--- config.mk ---
export PLATFORM = sky130hd
export DESIGN_NAME = fetch_pc_unit_flat
export DESIGN_NICKNAME = d
export VERILOG_FILES = /design/src/rtl/fetch_pc_unit_pkg.sv /design/src/rtl/fetch_pc_unit_if.sv /design/src/rtl/fetch_pc_unit.sv /design/src/flat_wrapper.sv
export SDC_FILE = /design/constraint.sdc
export NUM_CORES = 1
export LEC_CHECK = 0
export ABC_AREA = 1
export BUFFER_PORTS_ARGS = -buffer_cell sky130_fd_sc_hd__buf_4
export CELL_PAD_IN_SITES_DETAIL_PLACEMENT = 1
export CELL_PAD_IN_SITES_GLOBAL_PLACEMENT = 1
export CORE_MARGIN = 2
export CORE_UTILIZATION = 39
export CTS_CLUSTER_SIZE = 25
export DETAILED_ROUTE_END_ITERATION = 16
export PLACE_DENSITY_LB_ADDON = 0.1
export SLEW_MARGIN = 20
export SYNTH_ARGS = -nofsm -noshare
export SYNTH_HDL_FRONTEND = slang
export SYNTH_SLANG_ARGS = --single-unit
--- constraint.sdc ---
create_clock -name clk -period 5.6 [get_ports clk]
set_clock_uncertainty 0.05 [all_clocks]
set_input_delay 0.28 -clock clk [delete_from_list [all_inputs] [get_ports clk]]
set_output_delay 0.28 -clock clk [all_outputs]
set_load 0.02 [all_outputs]
--- src/rtl/fetch_pc_unit_pkg.sv ---
// Shared types and constants for the instruction-fetch PC unit.
package fetch_pc_unit_pkg;

    localparam int unsigned XLEN     = 32;
    localparam int unsigned IMEM_AW  = 12;
    localparam int unsigned PC_INC_C = 2;
    localparam int unsigned PC_INC_W = 4;

    typedef enum logic [0:0] {
        ST_BUBBLE = 1'b0,
        ST_RUN    = 1'b1
    } fetch_state_e;

    // Word-aligned form of a byte address.
    function automatic logic [XLEN-1:0] word_align(input logic [XLEN-1:0] addr);
        return {addr[XLEN-1:2], 2'b00};
    endfunction

    // Halfword-aligned form of a byte address.
    function automatic logic [XLEN-1:0] half_align(input logic [XLEN-1:0] addr);
        return {addr[XLEN-1:1], 1'b0};
    endfunction

endpackage

--- src/rtl/fetch_pc_unit_if.sv ---
// Control and instruction-memory address bus between the fetch PC unit and its neighbours.
interface fetch_pc_unit_if;
    import fetch_pc_unit_pkg::*;

    logic                stall;
    logic                buffer_stall;
    logic                redirect;
    logic [XLEN-1:0]     redirect_pc;
    logic                inst_is_c;
    logic                imem_en;
    logic [IMEM_AW-1:0]  imem_addr;
    logic [XLEN-1:0]     inst_pc;
    logic                inst_valid;
    logic                odd_start;

    modport master (
        input  stall, buffer_stall, redirect, redirect_pc, inst_is_c,
        output imem_en, imem_addr, inst_pc, inst_valid, odd_start
    );

    modport slave (
        output stall, buffer_stall, redirect, redirect_pc, inst_is_c,
        input  imem_en, imem_addr, inst_pc, inst_valid, odd_start
    );

endinterface

--- src/rtl/fetch_pc_unit.sv ---
// Fetch-address generator: issues word fetches to a 1-cycle synchronous memory
// and tracks the byte PC of the instruction presented to decode.
module fetch_pc_unit
    import fetch_pc_unit_pkg::*;
#(
    parameter logic [31:0] RESET_PC = 32'h0000_0000
) (
    input  logic          clk,
    input  logic          nrst,
    fetch_pc_unit_if.master bus
);

    fetch_state_e    state, state_nxt;
    logic [XLEN-1:0] fetch_pc, fetch_pc_nxt;
    logic [XLEN-1:0] inst_pc, inst_pc_nxt;
    logic            pending_odd, pending_odd_nxt;

    // Bit 0 of the redirect target is meaningless for halfword-aligned code.
    logic unused_redirect_lsb;
    assign unused_redirect_lsb = bus.redirect_pc[0];

    // State register.
    always_ff @(posedge clk or negedge nrst) begin
        if (!nrst) state <= ST_BUBBLE;
        else       state <= state_nxt;
    end

    // PC registers.
    always_ff @(posedge clk or negedge nrst) begin
        if (!nrst) begin
            fetch_pc    <= word_align(RESET_PC);
            inst_pc     <= half_align(RESET_PC);
            pending_odd <= 1'b0;
        end else begin
            fetch_pc    <= fetch_pc_nxt;
            inst_pc     <= inst_pc_nxt;
            pending_odd <= pending_odd_nxt;
        end
    end

    // Next state and next PC values; a redirect overrides every hold or advance.
    always_comb begin
        state_nxt       = state;
        fetch_pc_nxt    = fetch_pc;
        inst_pc_nxt     = inst_pc;
        pending_odd_nxt = pending_odd;
        if (bus.redirect) begin
            state_nxt       = ST_BUBBLE;
            fetch_pc_nxt    = word_align(bus.redirect_pc);
            inst_pc_nxt     = half_align(bus.redirect_pc);
            pending_odd_nxt = bus.redirect_pc[1];
        end else begin
            case (state)
                ST_BUBBLE: begin
                    state_nxt    = ST_RUN;
                    fetch_pc_nxt = fetch_pc + XLEN'(PC_INC_W);
                end
                ST_RUN: begin
                    if (!bus.stall && !bus.buffer_stall) begin
                        fetch_pc_nxt = fetch_pc + XLEN'(PC_INC_W);
                    end
                    if (!bus.stall) begin
                        inst_pc_nxt     = inst_pc + (bus.inst_is_c ? XLEN'(PC_INC_C)
                                                                   : XLEN'(PC_INC_W));
                        pending_odd_nxt = 1'b0;
                    end
                end
                default: state_nxt = ST_BUBBLE;
            endcase
        end
    end

    // Outputs: memory request and decode-side status.
    always_comb begin
        bus.imem_en    = 1'b0;
        bus.imem_addr  = fetch_pc[IMEM_AW+1:2];
        bus.inst_pc    = inst_pc;
        bus.inst_valid = (state == ST_RUN);
        bus.odd_start  = pending_odd && (state == ST_RUN);
        if (!bus.redirect) begin
            case (state)
                ST_BUBBLE: bus.imem_en = 1'b1;
                ST_RUN:    bus.imem_en = !bus.stall && !bus.buffer_stall;
                default:   bus.imem_en = 1'b0;
            endcase
        end
    end

endmodule
--- src/flat_wrapper.sv ---
// flat-port wrapper written by rule: the top's interface ports become plain ports
module fetch_pc_unit_flat import fetch_pc_unit_pkg::*;
#(
    parameter logic [31:0] RESET_PC = 32'h0000_0000
)
  (clk, nrst, bus_stall, bus_buffer_stall, bus_redirect, bus_redirect_pc, bus_inst_is_c, bus_imem_en, bus_imem_addr, bus_inst_pc, bus_inst_valid, bus_odd_start);
  fetch_pc_unit_if bus_i ();
  input  logic clk;
  input  logic nrst;
  input wire logic [$bits(bus_i.stall)-1:0] bus_stall;
  input wire logic [$bits(bus_i.buffer_stall)-1:0] bus_buffer_stall;
  input wire logic [$bits(bus_i.redirect)-1:0] bus_redirect;
  input wire logic [$bits(bus_i.redirect_pc)-1:0] bus_redirect_pc;
  input wire logic [$bits(bus_i.inst_is_c)-1:0] bus_inst_is_c;
  output wire logic [$bits(bus_i.imem_en)-1:0] bus_imem_en;
  output wire logic [$bits(bus_i.imem_addr)-1:0] bus_imem_addr;
  output wire logic [$bits(bus_i.inst_pc)-1:0] bus_inst_pc;
  output wire logic [$bits(bus_i.inst_valid)-1:0] bus_inst_valid;
  output wire logic [$bits(bus_i.odd_start)-1:0] bus_odd_start;
  assign bus_i.stall = bus_stall;
  assign bus_i.buffer_stall = bus_buffer_stall;
  assign bus_i.redirect = bus_redirect;
  assign bus_i.redirect_pc = bus_redirect_pc;
  assign bus_i.inst_is_c = bus_inst_is_c;
  assign bus_imem_en = bus_i.imem_en;
  assign bus_imem_addr = bus_i.imem_addr;
  assign bus_inst_pc = bus_i.inst_pc;
  assign bus_inst_valid = bus_i.inst_valid;
  assign bus_odd_start = bus_i.odd_start;
  fetch_pc_unit #(.RESET_PC(RESET_PC)) u_core (.clk(clk), .nrst(nrst), .bus(bus_i));
endmodule
==> results of run 1 <==
## cells by family after synthesis
family	count (synthesis)	synth area share
buf+inv	63	0.0867
flops	45	0.361
compound gates	46	0.0920
xor+xnor	10	0.0281
other cells	1	0.00120
fa+ha+maj	4	0.0185
simple gates	304	0.412
## sequential cells by signal, indices dropped and copies added (netlist names)
name and cells:
u_core.bus.inst_valid 1, u_core.fetch_pc 12, u_core.bus.inst_pc 31, u_core.pending_odd 1
## worst paths after layout
kind,cells past startpoint,startpoint,end,slack [ps]
setup / recovery,11,u_core.bus.inst_pc[1],u_core.bus.inst_pc[25],3490
max in group asynchronous,2,nrst,u_core.bus.inst_pc[28],4620
min in group asynchronous,2,nrst,u_core.pending_odd,460
hold reg to reg,2,u_core.pending_odd,u_core.pending_odd,440
hold / removal,3,bus_redirect_pc[21],u_core.bus.inst_pc[21],130
setup reg to reg,11,u_core.bus.inst_pc[1],u_core.bus.inst_pc[25],3490
## cell usage after synthesis (2+ instances only)
master and instances:
o211ai_1 10, inv_2 3, nor3_1 3, o21ai_0 17
nor2_1 59, a31oi_1 5, dfrtp_1 45, nand2_4 2
inv_1 49, xnor2_1 3, nand2_2 3, a21oi_1 5
buf_4 3, nand2_1 176, buf_2 4, o21bai_1 6
xor2_1 7, nor2_2 6, nor2_4 4, ha_1 3
nand3_1 48
## per-stage QoR
stage | area (um2) | hold WS [ps]
detailed placement | 3780 | 292
global route | 3910 | 138
floorplan | 3120 | -65.6
finish | 3910 | 132
CTS | 3910 | 133
global placement | 3780 | 291
## per-layer routing
metal,track usage,vias to the layer above
met1,0.341,1667
met5,0,-
met4,0.0441,0
met2,0.433,74
li1,-,1647
met3,0.0330,8
## area by class of cell
cell class	count	area [um2]	area share
clock buffer	5	68.8	0.0176
clock inverter	3	47.5	0.0122
inverter	52	195	0.0499
multi-input combinational	365	1720	0.440
sequential	45	1130	0.288
tap	102	128	0.0326
timing repair buffer	83	626	0.160
## critical path: stages (launching register included)
cell     delay, ps
dfrtp_1        390
ha_1           180
inv_1           60
fa_1           440
nor2_4         250
nand2_4         90
nor2_2         150
nand2_1         90
nor2_2         100
nand2_1         70
nand2_1         70
nand3_1         60
## report_power, final
part / internal [mW] / total (mW) / switching [mW]
Clock: 0.136 / 0.268 / 0.131
Combinational: 0.115 / 0.286 / 0.171
Sequential: 0.362 / 0.420 / 0.0583
==> results_dict.tcl, run 1 <==
set metrics [dict create \
    synth_largest_area_cell "dfrtp_1" \
    ys_seq_elements 45 \
    finalSetupViolCount 0 \
    p_leak_nw 1.91 \
    grt_pass1_wl_um 17200 \
    gp_congestion 0.840 \
    post_cts_buffers 0 \
    power_density_mw_per_mm2 249 \
    synth-edff-count 0 \
    clock_sinks 45 \
    io_pins 85 \
    grt_usage 0.251 \
    areaGrowthSynthToFinish_pct 25.5 \
    grt_max_degree 46 \
    min_period_ps 2110 \
    crit_type "reg2reg" \
    grt-ovfl-total 0 \
    irDropWorstVdd_mv 0.112 \
    diodes 0 \
    finalCritPeriodShare 0.377 \
    async_flop_share 1.00 \
    pre_cts_slack_ps 3250 \
    grt_pass1_vias 3522 \
    path_clk_slew_ps 100 \
    rsz0062_at_grt "false" \
    mostFrequentLayoutCells "176 x nand2_1, 82 x buf_4, 59 x nor2_1, 49 x inv_1, 48 x nand3_1" \
    power_mw 0.974 \
    synth_area_leaders "dfrtp_1 36%, nand2_1 21%, nand3_1 7.7%" \
    firstDrtPassIters 4 \
    cp_max_fo 6 \
    top_layer_used "met4" \
    final_layout_size_suffix_gt1_frac 0.197 \
    dp_hpwl_um 7880 \
    syn_area_per_cell_um2 6.59 \
    crit_arrival_ps 2270 \
    routed_wl_um 10300 \
    ctsHoldBuffers 1 \
    syn_area_mm2 0.00312 \
    status "completed" \
    startpoint_type "flip-flop" \
    cts_buffers 5 \
    final_max_slew_viol_count 0 \
    ys_seq_area_frac 0.361 \
    vias 3396 \
    setup_ws_ps 3490 \
    cts_resized 0 \
    die_h_um 93.4 \
    worstSetupEndpointType "flip-flop" \
    cap_violations 0 \
    io_buffers 82 \
    nets 594 \
    wire_per_inst_um 15.8 \
    layout_commonest_cell "nand2_1" \
    drt-met1-wl_um 4920 \
    worst_slew_pin_slew_ps 621 \
    slew_headroom 0.586 \
    fill_cells 1067 \
    core_mm2 0.00773 \
    finalNonFillerCells 655 \
    synth_top_area_share 0.361 \
    cts-root-buf "clkbuf_8" \
    tns_ps 0 \
    rows 32 \
    clock_latency_ps 320 \
    via_per_inst 5.18 \
    utilization 0.506 \
    syn_inst 473 \
    cts_buffer_depth 2 \
    htree_levels 2 \
    synthDistinctLibCells 33 \
    drcViolationCount 0 \
    syn_nets 515 \
    synth-main-ff-cell "dfrtp_1" \
    hold_class "in2reg" \
    ys_warn_count 0 \
    postRouteAntennaNets 0 \
    die_w_um 93.4 \
    tritoncts "built" \
    hold_violations 0 \
    wl_met2_um 4920 \
    drtIter0Drc 149 \
    wl_met3_um 400 \
    place_inst 646 \
    start_util 0.403 \
    fmax_mhz 473 \
    die-area_mm2 0.00872 \
    required_ps 5750 \
    antenna_found_initial 0 \
]
Note: power is estimated with default switching activity, not from simulation.
==> run 2: changes to the inputs <==
--- a/config.mk
+++ b/config.mk
@@ -10,7 +10,7 @@
 export CELL_PAD_IN_SITES_DETAIL_PLACEMENT = 1
 export CELL_PAD_IN_SITES_GLOBAL_PLACEMENT = 1
 export CORE_MARGIN = 2
-export CORE_UTILIZATION = 39
+export CORE_UTILIZATION = 33
 export CTS_CLUSTER_SIZE = 25
 export DETAILED_ROUTE_END_ITERATION = 16
 export PLACE_DENSITY_LB_ADDON = 0.1
==> constraint.sdc (replaced) <==
create_clock -name clk -period 1.85 [get_ports clk]
set_clock_uncertainty 0.05 [all_clocks]
set_input_delay 0.0925 -clock clk [delete_from_list [all_inputs] [get_ports clk]]
set_output_delay 0.0925 -clock clk [all_outputs]
set_load 0.02 [all_outputs]
==> run 2 against run 1 <==
The flow now finishes with violations (setup timing). Global-route usage is 2.2 points lower. Worst setup slack worse by 3500 ps. Sequential power grew to 3.0 times the previous value. Wire length is 8.2% higher. Sequential share of layout area is 3.0 points lower. Critical endpoint is now u_core.bus.inst_pc[13]. Combinational power grew to 3.4 times the previous value. First-iteration DRC count is 28% lower. Fmax is 14% higher. Sequential cell count stayed put. Non-clock buffer count is 37 higher. Hold slack worse by 120 ps. Die area is 17% higher.
==> results_dict.tcl, run 2 (synthesis results as in run 1) <==
set metrics [dict create \
    final_layout_size_suffix_gt1_frac 0.263 \
    clock_sinks 45 \
    pre_cts_slack_ps -49.0 \
    cts_buffer_depth 2 \
    start_util 0.339 \
    nets 631 \
    wire_per_inst_um 16.0 \
    required_ps 2000 \
    crit_arrival_ps 2000 \
    clock_latency_ps 310 \
    slew_headroom 0.573 \
    cpPeakStageDelay_ps 390 \
    rows 35 \
    cap_violations 0 \
    crit_chain "ha_4 -> inv_2 -> fa_2 -> nor2_4 -> nand2_4 -> nor2_4 -> buf_4 -> a21oi_1 -> o21ai_1 -> nand3_1" \
    gp_congestion 0.880 \
    place_inst 670 \
    worstSetupEndpointType "flip-flop" \
    violations "setup timing" \
    grt_pass1_wl_um 18300 \
    grt-ovfl-total 0 \
    crit_top_cell "nor2_4" \
    use_met1 0.313 \
    top_register "u_core.bus.inst_pc" \
    rsz0062_at_grt "true" \
    final_max_slew_viol_count 0 \
    cp_max_fo 5 \
    finalCritPeriodShare 1.00 \
    routed_wl_um 11200 \
    worst_slew_pin_slew_ps 640 \
    crit_slowest_cell "dfrtp_2" \
    setup_ws_ps -3.49 \
    dp_hpwl_um 8590 \
    startpoint_type "flip-flop" \
    firstDrtPassIters 4 \
    p_leak_nw 2.10 \
    largest_reg_flops 31 \
    irDropWorstVdd_mv 0.298 \
    cts_buffers 5 \
    diodes 0 \
    hold_violations 0 \
    met2_usage 0.385 \
    power_mw 3.05 \
    tritoncts "built" \
    fmax_mhz 540 \
    largest_registers "u_core.bus.inst_pc x31, u_core.fetch_pc x12" \
    finalSetupViolCount 2 \
    path_clk_slew_ps 100 \
    die_w_um 101 \
    grt_usage 0.229 \
    drcViolationCount 0 \
    io_buffers 82 \
    tns_ps -4.41 \
    cts-root-buf "clkbuf_8" \
    die_h_um 101 \
    finalNonFillerCells 701 \
    core_mm2 0.00920 \
    mostFrequentLayoutCells "168 x nand2_1, 102 x buf_4, 54 x nor2_1, 46 x nand3_1, 45 x inv_1" \
    die-area_mm2 0.0102 \
    htree_levels 2 \
    use_met3 0.0359 \
    layout_commonest_cell "nand2_1" \
    io_pins 85 \
    grt_max_degree 46 \
    grt_pass1_vias 3610 \
    vias 3474 \
    crit_type "reg2reg" \
    via_per_inst 4.96 \
    postRouteAntennaNets 0 \
    areaGrowthSynthToFinish_pct 40.2 \
    power_density_mw_per_mm2 698 \
    top_usage_layer "met2" \
    min_period_ps 1850 \
    drtIter0Drc 107 \
    status "finished with violations" \
    antenna_found_initial 0 \
    hold_class "in2reg" \
]
## run 2: metal layers
| layer | up-vias | wire length [um] |
|---|---|---|
| met1 | 1683 | 5420 |
| met2 | 59 | 5280 |
| met4 | 0 | 125 |
| met5 | - | 0 |
| met3 | 10 | 357 |
| li1 | 1722 | - |
## run 2: final timing paths
kind | from | end | cells after the start | slack, ps
worst min register to register | u_core.pending_odd | u_core.pending_odd | 2 | 450
min in group asynchronous | nrst | u_core.pending_odd | 2 | 280
worst max register to register | u_core.bus.inst_pc[1] | u_core.bus.inst_pc[13] | 10 | -3
max in group asynchronous | nrst | u_core.bus.inst_pc[1] | 2 | 1010
worst min-delay path | bus_redirect_pc[22] | u_core.bus.inst_pc[22] | 5 | 10
worst max-delay path | u_core.bus.inst_pc[1] | u_core.bus.inst_pc[13] | 10 | -3
## run 2: cell type report
class,count,area (um2)
clock buffer,5,68.8
clock inverter,3,46.3
fill,1220,4830
inverter,52,195
multi-input combinational,365,1850
sequential,45,1130
tap,111,139
timing repair buffer,120,947
## run 2: through the flow
step | hold WS, ps | util | instance area [um2]
final | 10.0 | 0.475 | 4370
after global routing | 30.1 | 0.475 | 4370
after CTS | 0.799 | 0.461 | 4240
after detailed placement | 111 | 0.425 | 3910
after global placement | 118 | 0.425 | 3910
after floorplan | -253 | - | 3120
## run 2: power breakdown
group / leakage [nW] / internal, mW / switching (mW) / total, mW
clock: 0.0543 / 0.405 / 0.390 / 0.795
combinational: 1.51 / 0.420 / 0.558 / 0.978
sequential: 0.543 / 1.10 / 0.180 / 1.28
## run 2: timing repair
| action | 4_1_cts | 5_1_grt |
|---|---|---|
| resized for setup | 8 | 27 |
| hold endpoints to repair | 61 | 1 |
| cloned | 0 | 0 |
| hold buffers | 16 | 1 |
| setup buffers | 3 | 4 |
| pin swaps | 6 | 19 |
| endpoints found under the setup margin | 8 | 24 |
## run 2: worst max-delay path, delay by kind of cell, from the launching register on
family | cells | cell delay (ps)
DFF | 1 | 390
AOI/OAI and AO/OA | 2 | 130
buffers and inverters | 2 | 160
and+or+nand+nor | 4 | 500
adders and majority gates | 2 | 490
